[config.mk]
export PLATFORM = sky130hd
export DESIGN_NAME = spi_master_arbiter
export DESIGN_NICKNAME = d
export VERILOG_FILES = /design/src/rtl/spi_master_arbiter.sv
export SDC_FILE = /design/constraint.sdc
export NUM_CORES = 1
export LEC_CHECK = 0
export BUFFER_PORTS_ARGS = -buffer_cell sky130_fd_sc_hd__buf_4
export CORE_MARGIN = 2
export CORE_UTILIZATION = 46
export CTS_CLUSTER_SIZE = 16
export DETAILED_ROUTE_END_ITERATION = 12
export GPL_ROUTABILITY_DRIVEN = 0
export PLACE_DENSITY = 0.8
export SYNTH_ARGS = -nofsm -noshare
export SYNTH_HDL_FRONTEND = slang
export SYNTH_SLANG_ARGS = --single-unit
[constraint.sdc]
create_clock -name clk -period 4.3 [get_ports clk]
set_clock_uncertainty 0.1 [all_clocks]
set_input_delay 0.86 -clock clk [delete_from_list [all_inputs] [get_ports clk]]
set_output_delay 0.86 -clock clk [all_outputs]
set_load 0.02 [all_outputs]
[src/rtl/spi_master_arbiter.sv]
// Round-robin arbiter sharing one SPI master among NUM_REQ requesters, one transaction in flight.
// Grant is same-cycle in IDLE; spi_recv_rdy and resp_rdy[grant_id] stall the FSM, TIMEOUT bounds the wait for the master.
module spi_master_arbiter #(
    parameter int NUM_REQ = 2,
    parameter int N_BITS  = 32,
    parameter int CS_BITS = 2,
    parameter int TIMEOUT = 1024,
    localparam int SIZE_W = $clog2(N_BITS) + 1,
    localparam int GID_W  = $clog2(NUM_REQ)
) (
    input  logic                       clk,
    input  logic                       reset,
    input  logic [NUM_REQ-1:0]         req_val,
    output logic [NUM_REQ-1:0]         req_rdy,
    input  logic [NUM_REQ*N_BITS-1:0]  req_msg,
    input  logic [NUM_REQ*SIZE_W-1:0]  req_size,
    input  logic [NUM_REQ*CS_BITS-1:0] req_cs,
    output logic [NUM_REQ-1:0]         resp_val,
    input  logic [NUM_REQ-1:0]         resp_rdy,
    output logic [N_BITS-1:0]          resp_msg,
    output logic                       resp_err,
    output logic                       spi_packet_size_val,
    output logic [SIZE_W-1:0]          spi_packet_size,
    output logic                       spi_cs_addr_val,
    output logic [CS_BITS-1:0]         spi_cs_addr,
    output logic                       spi_recv_val,
    input  logic                       spi_recv_rdy,
    output logic [N_BITS-1:0]          spi_recv_msg,
    input  logic                       spi_send_val,
    output logic                       spi_send_rdy,
    input  logic [N_BITS-1:0]          spi_send_msg,
    output logic                       busy,
    output logic [GID_W-1:0]           grant_id
);
    localparam int CNT_W = $clog2(TIMEOUT) + 1;

    typedef enum logic [2:0] {IDLE, CONFIG, ISSUE, WAIT_RESP, RESP} state_t;

    typedef struct packed {
        logic [N_BITS-1:0]  msg;
        logic [CS_BITS-1:0] cs;
        logic [SIZE_W-1:0]  size;
    } hdr_t;

    state_t               state, state_nxt;
    hdr_t                 hdr, win_hdr;
    logic [GID_W-1:0]     ptr, win_id;
    logic [GID_W:0]       win_sum;
    logic [2*NUM_REQ-1:0] req_rot;
    logic                 win_vld;
    logic [SIZE_W-1:0]    raw_size;
    logic [CNT_W-1:0]     wait_cnt;
    logic                 timeout_hit;

    // Rotate requests so the pointer lands on bit 0; the lowest set bit is the winner.
    always_comb begin
        req_rot = {req_val, req_val} >> ptr;
        win_vld = 1'b0;
        win_sum = '0;
        for (int k = NUM_REQ - 1; k >= 0; k--) begin
            if (req_rot[k]) begin
                win_vld = 1'b1;
                win_sum = {1'b0, ptr} + (GID_W+1)'(k);
            end
        end
        if (win_sum >= (GID_W+1)'(NUM_REQ)) begin
            win_sum = win_sum - (GID_W+1)'(NUM_REQ);
        end
        win_id = win_sum[GID_W-1:0];
    end

    always_comb begin
        win_hdr  = '0;
        raw_size = '0;
        for (int i = 0; i < NUM_REQ; i++) begin
            if (win_id == GID_W'(i)) begin
                win_hdr.msg = req_msg[i*N_BITS +: N_BITS];
                win_hdr.cs  = req_cs[i*CS_BITS +: CS_BITS];
                raw_size    = req_size[i*SIZE_W +: SIZE_W];
            end
        end
        win_hdr.size = (raw_size > SIZE_W'(N_BITS)) ? SIZE_W'(N_BITS) : raw_size;
    end

    assign timeout_hit = (wait_cnt == CNT_W'(TIMEOUT - 1));

    always_comb begin
        state_nxt           = state;
        req_rdy             = '0;
        resp_val            = '0;
        spi_packet_size_val = 1'b0;
        spi_cs_addr_val     = 1'b0;
        spi_recv_val        = 1'b0;
        spi_send_rdy        = 1'b0;
        case (state)
            IDLE: begin
                spi_send_rdy = 1'b1;
                if (win_vld) begin
                    req_rdy[win_id] = 1'b1;
                    state_nxt       = (win_hdr.size == '0) ? RESP : CONFIG;
                end
            end
            CONFIG: begin
                spi_packet_size_val = 1'b1;
                spi_cs_addr_val     = 1'b1;
                state_nxt           = ISSUE;
            end
            ISSUE: begin
                spi_recv_val = 1'b1;
                if (spi_recv_rdy) state_nxt = WAIT_RESP;
            end
            WAIT_RESP: begin
                spi_send_rdy = 1'b1;
                if (spi_send_val || timeout_hit) state_nxt = RESP;
            end
            RESP: begin
                resp_val[grant_id] = 1'b1;
                if (resp_rdy[grant_id]) state_nxt = IDLE;
            end
            default: state_nxt = IDLE;
        endcase
        if (reset) begin
            req_rdy             = '0;
            resp_val            = '0;
            spi_packet_size_val = 1'b0;
            spi_cs_addr_val     = 1'b0;
            spi_recv_val        = 1'b0;
            spi_send_rdy        = 1'b0;
        end
    end

    always_ff @(posedge clk or posedge reset) begin
        if (reset) begin
            state    <= IDLE;
            ptr      <= '0;
            grant_id <= '0;
            wait_cnt <= '0;
            resp_msg <= '0;
            resp_err <= 1'b0;
            hdr      <= '0;
        end else begin
            state <= state_nxt;
            case (state)
                IDLE: begin
                    if (win_vld) begin
                        hdr      <= win_hdr;
                        grant_id <= win_id;
                        resp_msg <= '0;
                        resp_err <= 1'b0;
                    end
                end
                ISSUE: wait_cnt <= '0;
                WAIT_RESP: begin
                    wait_cnt <= wait_cnt + CNT_W'(1);
                    // A response landing on the expiry cycle still counts as success.
                    if (spi_send_val) begin
                        resp_msg <= spi_send_msg;
                        resp_err <= 1'b0;
                    end else if (timeout_hit) begin
                        resp_msg <= '0;
                        resp_err <= 1'b1;
                    end
                end
                RESP: begin
                    if (resp_rdy[grant_id]) begin
                        ptr <= (grant_id == GID_W'(NUM_REQ - 1)) ? '0 : grant_id + GID_W'(1);
                    end
                end
                default: ;
            endcase
        end
    end

    assign spi_packet_size = hdr.size;
    assign spi_cs_addr     = hdr.cs;
    assign spi_recv_msg    = hdr.msg;
    assign busy            = (state != IDLE);
endmodule

# Word-level counts from Yosys, hierarchy flattened
# Cells that the tools add are included.
dict set report word_totals {
  wordCells 84
  ram_bits 0
  latch_bits 0
  regBits 89
  mem_bits_ro 0
  out_inout_bits 83
  inputBits 120
  mem_count 0
}
dict set report classes {
  n_bitwise 0
  div_mod_pow 0
  n_addsub 4
  muxes 41
  reduce_logical 13
  shifts 1
  magnitude_cmp 6
  n_eq_ne 10
  multipliers 0
}
# cell n
set ops {}
lappend ops {{2-to-1 mux 32 bit} 3}
lappend ops {{one-hot mux 32 bit (2 select lines)} 1}
lappend ops {{2-to-1 mux 34 bit} 1}
lappend ops {{one-hot mux 11 bit (2 select lines)} 1}
lappend ops {{2-to-1 mux 1 bit} 17}
lappend ops {{2-to-1 mux 3 bit} 5}
lappend ops {{one-hot mux 3 bit (5 select lines)} 1}
lappend ops {{2-to-1 mux 2 bit} 7}
lappend ops {{2-to-1 mux 6 bit} 2}
lappend ops {{adder 11 x 1 -> 11 bit (second input constant)} 1}
lappend ops {{equality test 11 x 10 -> 1 bit (second input constant)} 1}
lappend ops {{inequality test 2 bit (second input constant)} 4}
lappend ops {{equality test 3 x 2 -> 1 bit (second input constant)} 2}
lappend ops {{greater-than comparator 6 bit (second input constant)} 1}
lappend ops {{logical NOT 6 bit} 1}
lappend ops {{less-than comparator 1 x 2 -> 1 bit (second input constant)} 2}
lappend ops {{AND reduction 2 bit} 2}
lappend ops {{AND reduction 4 bit} 1}
lappend ops {{nonzero test 2 bit} 2}
lappend ops {{right shift 4 x 1 -> 2 bit} 1}
lappend ops {{equality test 3 x 1 -> 1 bit (second input constant)} 1}
lappend ops {{equality test 3 bit (second input constant)} 1}
lappend ops {{logical NOT 3 bit} 1}
lappend ops {{inequality test 3 bit (second input constant)} 1}
lappend ops {{12 further kinds} 15}

# Logic depth before layout (Yosys ltp)
dict set report depth {
  depth_word 12
  ltp_mapped 8
  mapped_depth_nobuf 6
}

# Worst setup path after synthesis
# Ideal clock, no wire load.
dict set report synth_timing {
  path_type {input to output}
  from {input reset}
  to {output req_rdy[0]}
  required_ps 3340
  arrival_ps 3236
  slack_ps 104
  stages 2
  n_path_buf 0
  path_cell_list {inv_1 -> and3_1}
}
dict set report synth_via {
  elab_chain_cells 1
}
# element line_no
set synth_lines {}
lappend synth_lines {{from (decl)} 12} ;# input logic reset,
lappend synth_lines {{2-to-1 mux 2 bit} 122} ;# if (reset) begin
lappend synth_lines {{to (decl)} 14} ;# output logic [NUM_REQ-1:0] req_rdy,
# No other way between the ends.

# Final worst setup path
dict set report layout_timing {
  from {register state[0]}
  to {output req_rdy[0]}
}
dict set report layout_via {
  elab_chain_cells 3
}
# element line_no
set layout_lines {}
lappend layout_lines {{from (decl)} 45} ;# state_t state, state_nxt;
lappend layout_lines {{from (signal assigned)} 142} ;# state <= state_nxt;
lappend layout_lines {{logical NOT 3 bit} 95} ;# case (state)
lappend layout_lines {{2-to-1 mux 2 bit} 95}
lappend layout_lines {{2-to-1 mux 2 bit} 122}
# No other way between the ends.

==> metrics.txt <==
Skew-Pair Late Insertion Delay 0.35 ns; port bufs 202; Power per Cell Area 657 nW/um^2; Clk pin slew, worst setup/hold paths 0.09 ns; CTS Root Cell clkbuf_8; Setup Viol. Count Final 0; RSZ-0062 raised after global routing no; H-Tree Depth 3; LEAKAGE 3.01 nW; height of the chip 98.3 um; GRT overflow 0; maximum clock rate 347 MHz; total clock sinks 89; Num CTS Buffers 9; routed vias 3432; post-layout util roughly two thirds; minimum clock period 2.88 ns; Worst-Margin Slew between 1 and 1.5 ns; Post-CTS Setup Inserts 0; antenna violations before repair 0; first-pass GRT wire length 16700 um; fillers 659; endpoint class of the critical path primary output; Post-CTS Hold Fix Bufs 0; maximum vdd drop 0.316 mV; slew margin rel. approximately a quarter; nets@finish about 670; DP Area 5580 um^2; Ys Warns 0; routed len/inst approximately 15 um; Arr. time, crit path 1.92 ns; Top-Level Pins 203; crit path max fanout 11; Synth Instances 358; Final period util roughly 67%; syn_nets approximately 480; largest net degree at the start of global routing 73; Die W 98.3 um; reg-to-reg slack, setup about 1.9 ns; vias in the first global route 3442; post_cts resized 0; core outline area 8680 um^2; Synth cell types 44; final hold violations 0; WS Path Type flip-flop to primary output; status complete, no violations; share of cells above drive strength 1 about 45%; starting DRC count in detailed routing 94; Main synth FF type dfrtp_1; asr flop ratio synth 100%; Reg area 2230 um^2; Mapped Area 4090 um^2; Post-route DRC 0; num rows 34; syn_area_per_cell about 11 um^2; Non-Filler Instances 659; max_cap viols 0; Pwr Total 0.00381 W; Slew Limit Fails 0; antenna viol nets, final 0; Data required, critical path 3.34 ns; setup tns final 0 ns; Clock Tree Buf Depth 2; overall routing resource usage 21.7%; #FFs+latches synth just under 90; sequential-to-total area share from yosys stat 54.4%; total wire length 10100 um; TritonCTS clock tree done; P&R area growth vs syn 41.5%; number of flops mapped to enable cells by yosys 0; DR vias/cell 5.21; Multi-input gate area 1660 um^2; Initial Utilization 47.2%; Ant. Diodes 0; drt pass-1 iters 4; Final Cell Area 5790 um^2; Critical Path Source Type flip-flop; Hold Crit Class input pin to asynchronous set/reset pin; DP Wirelength about 7800 um; die area around 9700 um^2; Placed Cells around 640
[through the flow]
| stage | setup slack [ns] | hold WS [ns] |
|---|---|---|
| 2_1_floorplan | 0.104 | 0.349 |
| 5_1_grt | 1.27 | 0.382 |
| 4_1_cts | 1.41 | 0.371 |
| 6_report | 1.42 | 0.382 |
| 3_5_place_dp | 1.40 | 0.368 |
| 3_3_place_gp | 1.46 | 0.363 |
[sequential cells by signal, summed over array words and instances (netlist names)]
name / cells
grant_id: 1
ptr: 1
resp_err: 1
resp_msg: 32
spi_cs_addr: 2
spi_packet_size: 6
spi_recv_msg: 32
state: 3
wait_cnt: 11
[logic make-up (layout without fill, tap and decap cells)]
| logic type | count (synthesis) | in the layout | share of synthesized area (%) |
|---|---|---|---|
| compound gates | 95 | 95 | 17.4 |
| simple gates | 95 | 95 | 11.0 |
| flops | 89 | 89 | 54.4 |
| mux | 47 | 47 | 11.5 |
| buf+inv | 30 | 223 | 5.23 |
| fa+ha+maj | 1 | 1 | 0.306 |
| xor+xnor | 1 | 1 | 0.214 |
[layer usage]
| metal | GRT usage, % | part of all wire (%) | up-vias |
|---|---|---|---|
| met5 | 0 | 0 | - |
| met4 | 9.27 | 3.5 | 0 |
| met3 | 6.80 | 7.3 | 28 |
| met2 | 35.5 | 50 | 134 |
| met1 | 26.5 | 39 | 1612 |
| li1 | - | - | 1658 |
[cell usage after synthesis (3+ instances only)]
cell type,n,area [um^2]
inv_1,3,11.3
o21ai_0,17,85.1
buf_2,6,30.0
o21ai_2,17,149
buf_6,12,135
clkbuf_1,6,22.5
o31ai_1,3,22.5
nand2_1,56,210
nand3_1,6,30.0
a22o_1,35,307
and3_1,4,25.0
nor2_1,9,33.8
mux2i_1,46,460
dfrtp_1,89,2230
nor3_1,3,15.0
o21ai_1,11,55.1
a21oi_1,3,15.0
[final timing paths]
path / startpoint / end / cells after the start
worst max-delay path: state[0] / req_rdy[0] / 4
worst min-delay path: reset / spi_recv_msg[13] / 2
worst max register to register: state[0] / spi_recv_msg[6] / 5
worst min register to register: spi_recv_msg[28] / spi_recv_msg[28] / 2
max in group asynchronous: reset / spi_packet_size[2] / 3
min in group clk: spi_recv_msg[28] / spi_recv_msg[28] / 2
[cell usage in the layout, fill, tap and decap left out, types with 2 or more instances in the layout]
cell       instances
nor2_1             9
bufinv_16          2
nand2_1           56
o211ai_1           2
o21ai_2           17
a22o_1            35
o21ai_1           11
nand2b_1           2
o31ai_1            3
o21ai_0           16
inv_1              2
nor3_1             3
or4_1              2
o21ai_4            2
or2_2              2
buf_4            205
a21oi_1            3
clkbuf_8           9
nand3_1            6
or3_4              2
and3_1             4
dfrtp_1           89
mux2i_1           46
[layout make-up]
class / count / area share (%)
repair buffers: 205 / 26.6
well taps: 108 / 2.33
clock buffers: 10 / 2.20
inverters: 3 / 0.216
multi-input cells: 239 / 28.7
flip-flops and latches: 89 / 38.4
clock inverters: 5 / 1.53
[worst max-delay path: stages, from the launching register on]
cell and delay (ns):
dfrtp_1 0.51, or3_4 0.49, nor2_1 0.23, and3_1 0.19
buf_4 0.14
[power breakdown]
group	switching [W]	leakage, nW	internal, W
clock network	0.000292	0.109	0.000332
logic	0.00104	1.75	0.000783
registers	0.000206	1.15	0.00116
total	0.00153	3.01	0.00227
Power figures use the tool's default switching activity.
